### config.mk
export PLATFORM = sky130hd
export DESIGN_NAME = pwm_carrier_gen
export DESIGN_NICKNAME = d
export VERILOG_FILES = /design/src/rtl/pwm_carrier_gen.sv
export SDC_FILE = /design/constraint.sdc
export NUM_CORES = 1
export LEC_CHECK = 0
export BUFFER_PORTS_ARGS = -buffer_cell sky130_fd_sc_hd__buf_4
export CORE_MARGIN = 3
export CORE_UTILIZATION = 30
export DETAILED_ROUTE_END_ITERATION = 12
export PLACE_DENSITY_LB_ADDON = 0.2
export SKIP_LAST_GASP = 1
export SLEW_MARGIN = 20
export SYNTH_ARGS = -nofsm -noshare
export SYNTH_HDL_FRONTEND = slang
export SYNTH_SLANG_ARGS = --single-unit
### constraint.sdc
create_clock -name clk -period 13.5 [get_ports clk]
set_clock_uncertainty 0.2 [all_clocks]
set_input_delay 1.35 -clock clk [delete_from_list [all_inputs] [get_ports clk]]
set_output_delay 1.35 -clock clk [all_outputs]
set_load 0.01 [all_outputs]
### src/rtl/pwm_carrier_gen.sv
// pwm_carrier_gen: up/down/up-down carrier for one PWM channel.
// Produces min/max strobes, a decimated shadow-update strobe and an irq pulse.
module pwm_carrier_gen #(
    parameter int PWMCOUNT_WIDTH = 16,
    parameter int DIVCLK_WIDTH   = 4,
    parameter int EVTCOUNT_WIDTH = 3
) (
    input  logic                      clk,
    input  logic                      rst,
    input  logic                      carr_onoff,
    input  logic [1:0]                count_mode,
    input  logic [1:0]                mask_mode,
    input  logic                      clkdiv_onoff,
    input  logic [DIVCLK_WIDTH-1:0]   clkdiv,
    input  logic [PWMCOUNT_WIDTH-1:0] period,
    input  logic [PWMCOUNT_WIDTH-1:0] init_val,
    input  logic [EVTCOUNT_WIDTH-1:0] evt_num,
    input  logic                      int_onoff,
    output logic [PWMCOUNT_WIDTH-1:0] carrier,
    output logic                      carr_dir,
    output logic                      carr_min,
    output logic                      carr_max,
    output logic                      update,
    output logic                      irq
);

    localparam logic       CARR_ON      = 1'b1;
    localparam logic       CLKDIV_ON    = 1'b1;
    localparam logic       INT_ON       = 1'b1;
    localparam logic [1:0] COUNT_UP     = 2'b00;
    localparam logic [1:0] COUNT_DOWN   = 2'b01;
    localparam logic [1:0] COUNT_UPDOWN = 2'b10;

    typedef logic [PWMCOUNT_WIDTH-1:0] cnt_t;
    localparam cnt_t ONE = cnt_t'(1);

    logic                      r_running;
    logic [DIVCLK_WIDTH-1:0]   r_presc;
    logic [EVTCOUNT_WIDTH-1:0] r_evt_cnt;
    cnt_t                      r_sh_period;
    logic [1:0]                r_sh_mode;
    cnt_t                      r_carrier;
    logic                      r_dir;
    logic                      r_min;
    logic                      r_max;
    logic                      r_update;
    logic                      r_irq;

    logic [1:0] w_mode_in;
    cnt_t       w_start_val;
    logic       w_tick;
    cnt_t       w_next;
    logic       w_next_dir;
    logic       w_min;
    logic       w_max;
    logic       w_evt;

    // Mode 2'b11 is folded into COUNT_UP before it reaches the shadow.
    assign w_mode_in   = (count_mode == 2'b11) ? COUNT_UP : count_mode;
    assign w_start_val = (init_val > period) ? period : init_val;
    assign w_tick      = (clkdiv_onoff == CLKDIV_ON) ? (r_presc == clkdiv) : 1'b1;

    always_comb begin
        w_next     = r_carrier;
        w_next_dir = r_dir;
        if (r_sh_period == '0) begin
            w_next = '0;
        end else begin
            case (r_sh_mode)
                COUNT_DOWN: begin
                    w_next = (r_carrier == '0) ? r_sh_period : r_carrier - ONE;
                end
                COUNT_UPDOWN: begin
                    if (r_dir) begin
                        if (r_carrier >= r_sh_period) begin
                            w_next     = r_sh_period - ONE;
                            w_next_dir = 1'b0;
                        end else begin
                            w_next = r_carrier + ONE;
                        end
                    end else begin
                        if (r_carrier == '0) begin
                            w_next     = ONE;
                            w_next_dir = 1'b1;
                        end else begin
                            w_next = r_carrier - ONE;
                        end
                    end
                end
                default: begin
                    w_next = (r_carrier >= r_sh_period) ? '0 : r_carrier + ONE;
                end
            endcase
        end
    end

    assign w_min = (w_next == '0);
    assign w_max = (w_next == r_sh_period);
    assign w_evt = (w_min && !mask_mode[0]) || (w_max && !mask_mode[1]);

    always_ff @(posedge clk) begin
        if (rst) begin
            r_running   <= 1'b0;
            r_presc     <= '0;
            r_evt_cnt   <= '0;
            r_sh_period <= '0;
            r_sh_mode   <= COUNT_UP;
            r_carrier   <= '0;
            r_dir       <= 1'b0;
            r_min       <= 1'b0;
            r_max       <= 1'b0;
            r_update    <= 1'b0;
            r_irq       <= 1'b0;
        end else if (carr_onoff != CARR_ON) begin
            r_running   <= 1'b0;
            r_presc     <= '0;
            r_evt_cnt   <= '0;
            r_sh_period <= period;
            r_sh_mode   <= w_mode_in;
            r_carrier   <= '0;
            r_dir       <= 1'b0;
            r_min       <= 1'b0;
            r_max       <= 1'b0;
            r_update    <= 1'b0;
            r_irq       <= 1'b0;
        end else if (!r_running) begin
            // Start edge still tracks the inputs, so a start straight
            // out of reset clamps against the live period.
            r_running   <= 1'b1;
            r_sh_period <= period;
            r_sh_mode   <= w_mode_in;
            r_carrier   <= w_start_val;
            r_dir       <= (w_mode_in != COUNT_DOWN);
            r_min       <= 1'b0;
            r_max       <= 1'b0;
            r_update    <= 1'b0;
            r_irq       <= 1'b0;
        end else begin
            r_min    <= 1'b0;
            r_max    <= 1'b0;
            r_update <= 1'b0;
            r_irq    <= 1'b0;
            if (clkdiv_onoff == CLKDIV_ON) begin
                r_presc <= w_tick ? '0 : r_presc + DIVCLK_WIDTH'(1);
            end else begin
                r_presc <= '0;
            end
            if (w_tick) begin
                r_carrier <= w_next;
                r_dir     <= w_next_dir;
                r_min     <= w_min;
                r_max     <= w_max;
                if (w_evt) begin
                    if (r_evt_cnt == evt_num) begin
                        r_evt_cnt   <= '0;
                        r_update    <= 1'b1;
                        r_irq       <= (int_onoff == INT_ON);
                        r_sh_period <= period;
                        r_sh_mode   <= w_mode_in;
                        if (w_mode_in == COUNT_UP) begin
                            r_dir <= 1'b1;
                        end else if (w_mode_in == COUNT_DOWN) begin
                            r_dir <= 1'b0;
                        end
                    end else begin
                        r_evt_cnt <= r_evt_cnt + EVTCOUNT_WIDTH'(1);
                    end
                end
            end
        end
    end

    assign carrier  = r_carrier;
    assign carr_dir = r_dir;
    assign carr_min = r_min;
    assign carr_max = r_max;
    assign update   = r_update;
    assign irq      = r_irq;

endmodule

# Word-level counts from Yosys, hierarchy flattened
# Cells that the tools add are included.
dict set report op_classes {
  add_sub_neg 5
  order_cmp 2
  n_eq_ne 12
  n_mux 38
  bitwise_logic 5
  n_reduce_logical 15
}
# op n
set ops {}
lappend ops {{16-bit 2-to-1 mux} 14}
lappend ops {{16-bit zero test} 3}
lappend ops {{16-bit one-hot mux with 2 select lines} 1}
lappend ops {{16-bit by 1-bit subtractor with 16-bit output (second input constant)} 2}
lappend ops {{16-bit by 1-bit adder with 16-bit output (second input constant)} 1}
lappend ops {{16-bit == test} 1}
lappend ops {{16-bit greater-or-equal comparator} 1}
lappend ops {{16-bit greater-than comparator} 1}
lappend ops {{1-bit 2-to-1 mux} 14}
lappend ops {{2-bit 2-to-1 mux} 6}
lappend ops {{3-bit by 2-bit != test with 1-bit output (second input constant)} 3}
lappend ops {{4-bit 2-to-1 mux} 2}
lappend ops {{3-bit AND reduction} 2}
lappend ops {{6-bit OR reduction} 1}
lappend ops {{1-bit inverter} 5}
lappend ops {{5-bit OR reduction} 1}
lappend ops {{4-bit by 1-bit adder with 4-bit output (second input constant)} 1}
lappend ops {{2-bit by 1-bit == test with 1-bit output (second input constant)} 2}
lappend ops {{2-bit == test (second input constant)} 2}
lappend ops {{4-bit == test} 1}
lappend ops {{2-bit by 1-bit != test with 1-bit output (second input constant)} 2}
lappend ops {{4-bit OR reduction} 1}
lappend ops {{3-bit by 1-bit adder with 3-bit output (second input constant)} 1}
lappend ops {{3-bit == test} 1}
lappend ops {{6 further kinds} 8}
dict set report totals {
  ff_bits 47
  output_inout_bits 21
}

# Depth between registers and ports, before layout
dict set report depth {
  ltp_word 12
  depth_mapped 18
  ltp_nobuf 13
}

# Worst setup path after synthesis
# No wires, ideal clock.
dict set report synth_timing {
  path_type {reg-to-reg}
  start {register r_sh_period[11]}
  end {register r_sh_period[0]}
  arrival_time_ns 4.526
  t_required_ns 13.183
  setup_slack_ns 8.657
  path_stages_with_launch 17
  synth_period_minus_slack_ns 4.843
  cell_sequence {dfxtp_1 clkbuf_1 inv_1 ha_1 and2_1 a221o_1 a21oi_1 clkbuf_1 a31oi_1 o311ai_0 o22ai_1 or4_1 or4_1 o41ai_4 a311oi_2 buf_2 a22o_1}
}
dict set report synth_between {
  elab_chain_cells 10
  elab_cells_between_ends 16
  classes_between {add/sub: 1; order compare: 1; eq/ne: 2; mux: 6; reduce/logical: 6}
}
# item line
set synth_lines {}
lappend synth_lines {{start: declaration} 40} ;# cnt_t r_sh_period;
lappend synth_lines {{start signal: assignment} 118} ;# r_sh_period <= period;
lappend synth_lines {{start signal: assignment} 130} ;# r_sh_period <= period;
lappend synth_lines {{start signal: assignment} 158} ;# r_sh_period <= period;
lappend synth_lines {{16-bit by 1-bit subtractor with 16-bit output / 16-bit greater-or-equal comparator (equally long branches)} {76, 75, 91}}
lappend synth_lines {{16-bit 2-to-1 mux} 75} ;# if (r_carrier >= r_sh_period) begin
lappend synth_lines {{16-bit 2-to-1 mux} 74} ;# if (r_dir) begin
lappend synth_lines {{16-bit one-hot mux with 2 select lines} 69} ;# case (r_sh_mode)
lappend synth_lines {{16-bit 2-to-1 mux} 66} ;# if (r_sh_period == '0) begin
lappend synth_lines {{16-bit == test / 16-bit zero test (equally long branches)} {98, 97}}
lappend synth_lines {{1-bit logical AND} 99} ;# assign w_evt = (w_min && !mask_mode[0]) || (w_max && !mask_mode[1]);
lappend synth_lines {{1-bit logical OR *} 99}
lappend synth_lines {{3-bit by 2-bit != test with 1-bit output (no line) *} -}
lappend synth_lines {{3-bit AND reduction (no line) *} -}
# Mark *: on every way between the ends. The rest lies on a longest branch, timed or not.
# A chain may end at the register's enable or synchronous reset.

# Worst setup path in the final report
dict set report layout_timing {
  start {register r_carrier[0] (netlist: carrier[0])}
  end {register r_sh_period[11]}
}
dict set report layout_between {
  elab_chain_cells 10
  elab_cells_between_ends 18
  classes_between {add/sub: 2; order compare: 1; eq/ne: 2; mux: 7; reduce/logical: 6}
}
# item line
set layout_lines {}
lappend layout_lines {{start: declaration} 42} ;# cnt_t r_carrier;
lappend layout_lines {{start signal: assignment} 132} ;# r_carrier <= w_start_val;
lappend layout_lines {{start signal: assignment} 149} ;# r_carrier <= w_next;
lappend layout_lines {{16-bit by 1-bit subtractor with 16-bit output, or another cell as far along} {71, 86}}
lappend layout_lines {{16-bit 2-to-1 mux (on tied branches)} {82, 75}}
lappend layout_lines {{16-bit 2-to-1 mux} 74}
lappend layout_lines {{16-bit one-hot mux with 2 select lines *} 69}
lappend layout_lines {{16-bit 2-to-1 mux *} 66}
lappend layout_lines {{16-bit == test / 16-bit zero test (equally long branches)} {98, 97}}
lappend layout_lines {{1-bit logical AND} 99}
lappend layout_lines {{1-bit logical OR *} 99}
lappend layout_lines {{3-bit by 2-bit != test with 1-bit output (no line) *} -}
lappend layout_lines {{3-bit AND reduction (no line) *} -}
# Marked as above.

==> summary.md <==
| Metric | Value |
|---|---|
| Outcome | `complete, no violations` |
| Arrival @ worst endpoint | `6.28 ns` |
| Crit. End Element | `register` |
| RSZ-0062 raised after global routing | `false` |
| Clock Latency Late Sink | `0.29 ns` |
| Top cell type by total area after synthesis | `dfxtp_1` |
| Worst Setup Start Kind | `register` |
| Setup TNS | `0 ns` |
| Core Area | `roughly 19000 um2` |
| Fin crit share | `0.4630` |
| Number of detailed-route iterations in the first pass | `8` |
| Synthesized net count | `about 860` |
| Met3 usage | `0.04029` |
| Cell Rows | `50` |
| Initial Util | `0.3074` |
| Worst Hold Launch | `r_sh_mode[1]` |
| First-pass GRT wire length | `approximately 38000 um` |
| GR Util All Layers | `0.2273` |
| Top cells by area, synth | `dfxtp_1, ha_1, a211oi_1` |
| Worst Hold Class | `register to register` |
| Slew Viols, Final | `0` |
| Synth top area share | `0.1626` |
| Yosys reg bits | `47` |
| WL final | `24950 um` |
| Gpl congestion | `about 1.1` |
| CTS root buf | `clkbuf_16` |
| HPWL Detailed | `18890 um` |
| Ys async rst share | `0` |
| Setup bufs post-CTS | `0` |
| Routing usage on met1 | `0.3180` |
| Yosys warnings | `0` |
| Design Power | `0.5597 mW` |
| Synth Area per Inst | `between 7 and 8 um2` |
| Number of remaining DRC errors | `0` |
| Hold slack | `around 0.3 ns` |
| Max IR drop VDD | `47.46 uV` |
| Origin of the worst setup path | `carrier[0]` |
| Final net count | `879` |
| Total CTS buffers | `5` |
| Fin area | `6589 um2` |
| Vias | `6652` |
| Met2 Use GR | `0.3326` |
| CTS tree | `yes` |
| Post-synth EDFFs | `0` |
| Clock sink count | `47` |
| Max Cap Violations | `0` |
| Port Buffers | `68` |
| Placement Cell Area | `6417 um2` |
| Slew margin rel. | `0.2623` |
| Die outline width | `roughly 140 um` |
| Largest net degree at the start of global routing | `38` |
| Netlist cell types | `76` |
| Post-synthesis sequential area ratio | `0.1626` |
| Layout area overhead | `13.83%` |
| Resize count post-CTS | `0` |
| Final ANT Viol Nets | `0` |
| Final setup fails | `0` |
| Worst Path Required | `~14 ns` |
| Max H-tree Level | `2` |
| Cell area power density | `about 85 nW/um2` |
| DR WL/cell | `roughly 24 um` |
| Clock slew at reported path FFs | `approximately 0.070 ns` |
| Diode count | `0` |
| Post-Syn Area | `5788 um2` |
| Top Usage Layer GRT | `met2` |
| 1st-iter DRT viols | `about 910` |
| Clock Path Buffers | `2` |
| Tmin final | `about 6.3 ns` |
| Critical path peak fanout | `20` |
| CP Class | `register to register` |
| DR vias/cell | `6.329` |
| Initial antenna violation count | `0` |
| GRT overflow | `0` |
| Die Area | `21000 um2` |
| Worst reg2reg startpoint | `carrier[0]` |
| Leak | `2.605 nW` |
| Vias in the first global route | `6118` |
| Maximum clock rate | `160.0 MHz` |
| Cts hold-fix bufs | `0` |
| Syn Inst Count | `slightly below 800` |
| Ports | `69` |
| Share of cells above drive strength 1 | `0.1416` |
| Die Y-Extent | `144.9 um` |
| Slew @ Worst Pin | `1.091 ns` |
| Main flop type after synthesis | `dfxtp_1` |
| Final hold vios | `0` |
report_power, final:
| group | switching, mW | internal [mW] |
|---|---|---|
| combinational | 0.159 | 0.0923 |
| clock | 0.0545 | 0.0874 |
| sequential | 0.0212 | 0.145 |
through the flow:
step | instances | utilization | setup slack [ns]
floorplan | 774 | - | 8.657
global placement | 1043 | 0.3402 | 7.313
detailed placement | 1043 | 0.3408 | 7.412
CTS | 1051 | 0.3498 | 7.382
global route | 1051 | 0.3499 | 7.022
finish | 1051 | 0.3499 | 7.249
sequential cells by signal (all words and copies together) (netlist names):
name and flops:
r_sh_mode 2, r_evt_cnt 3, r_sh_period 16, r_presc 4
carrier 16, update 1, carr_dir 1, irq 1
carr_max 1, carr_min 1, r_running 1
metal layers:
metal / share of wire / routed length [um]
met5: 0 / 0
met4: 0.058 / 1452
met3: 0.10 / 2586
met2: 0.41 / 10320
met1: 0.42 / 10590
Yosys cell counts (5+ instances only):
master     n
o211ai_1   8
a21oi_1   28
and4_1     6
and3_1     9
o41ai_1    8
nor4_1    24
xnor2_1   31
buf_2     11
ha_1      41
inv_1     49
a211oi_1  37
nor3_1    19
nor2_1    38
a22o_1    19
and2_1     8
dfxtp_1   47
o21a_1     9
o31ai_1    9
o311ai_0   6
o21ai_0   28
or2_2      5
or3_1      6
nand3_1   25
a41oi_1    6
nor2b_1    6
a21o_1     8
clkbuf_1  50
mux2i_1   16
nand4_1   24
nand2_1   54
a31oi_1   20
a311oi_1  12
xor2_1    10
o22ai_1    6
or4_1      9
cells in the final DEF (no fill, tap or decap), drive strengths merged, types with 27 or more instances in the layout:
cell	Yosys	final
nor4	27	27
a21oi	29	29
nor2	38	38
inv	50	50
dfxtp	47	47
nand2	54	54
buf	21	80
o21ai	30	30
ha	41	41
xnor2	31	31
a211oi	37	37
cell type report:
type,instances,area [um2]
clock buffers,5,125.1
fillers,2037,12240
repair buffers,80,600.6
clock inverters,3,43.79
multi-input cells,606,4365
inverters,50,187.7
flip-flops and latches,47,940.9
well taps,260,325.3
worst max-delay path, cell delays in order, from the launching register on:
cell	delay (ns)
dfxtp_1	0.68
inv_1	0.21
ha_1	0.33
and3_1	0.14
o21ai_0	0.28
a311o_1	0.89
nand3_1	0.49
o2111ai_1	0.39
nor3_1	0.10
or4_1	0.53
or4_1	0.55
o41ai_4	0.56
a21o_1	0.58
a22o_1	0.23
kinds of logic (layout without fill, tap and decap cells):
group                      Yosys count  in the layout  share of synthesized area
buffers and inverters              121            138                    0.08733
adders and majority gates           41             41                    0.08863
xor gates and xnor gates            41             41                    0.06204
muxes                               18             18                    0.03156
AOI/OAI and AO/OA                  251            251                     0.3245
DFF                                 47             47                     0.1626
and+or+nand+nor                    255            255                     0.2434
path summary, 6_finish.rpt:
| path | endpoint | slack [ns] | cells past startpoint |
|---|---|---|---|
| worst max-delay path | r_sh_period[11] | 7.25 | 13 |
| worst min-delay path | r_sh_mode[1] | 0.29 | 1 |
| worst max register to register | r_sh_period[11] | 7.25 | 13 |
| worst min register to register | r_sh_mode[1] | 0.29 | 1 |
Note: power is estimated with default switching activity, not from simulation.
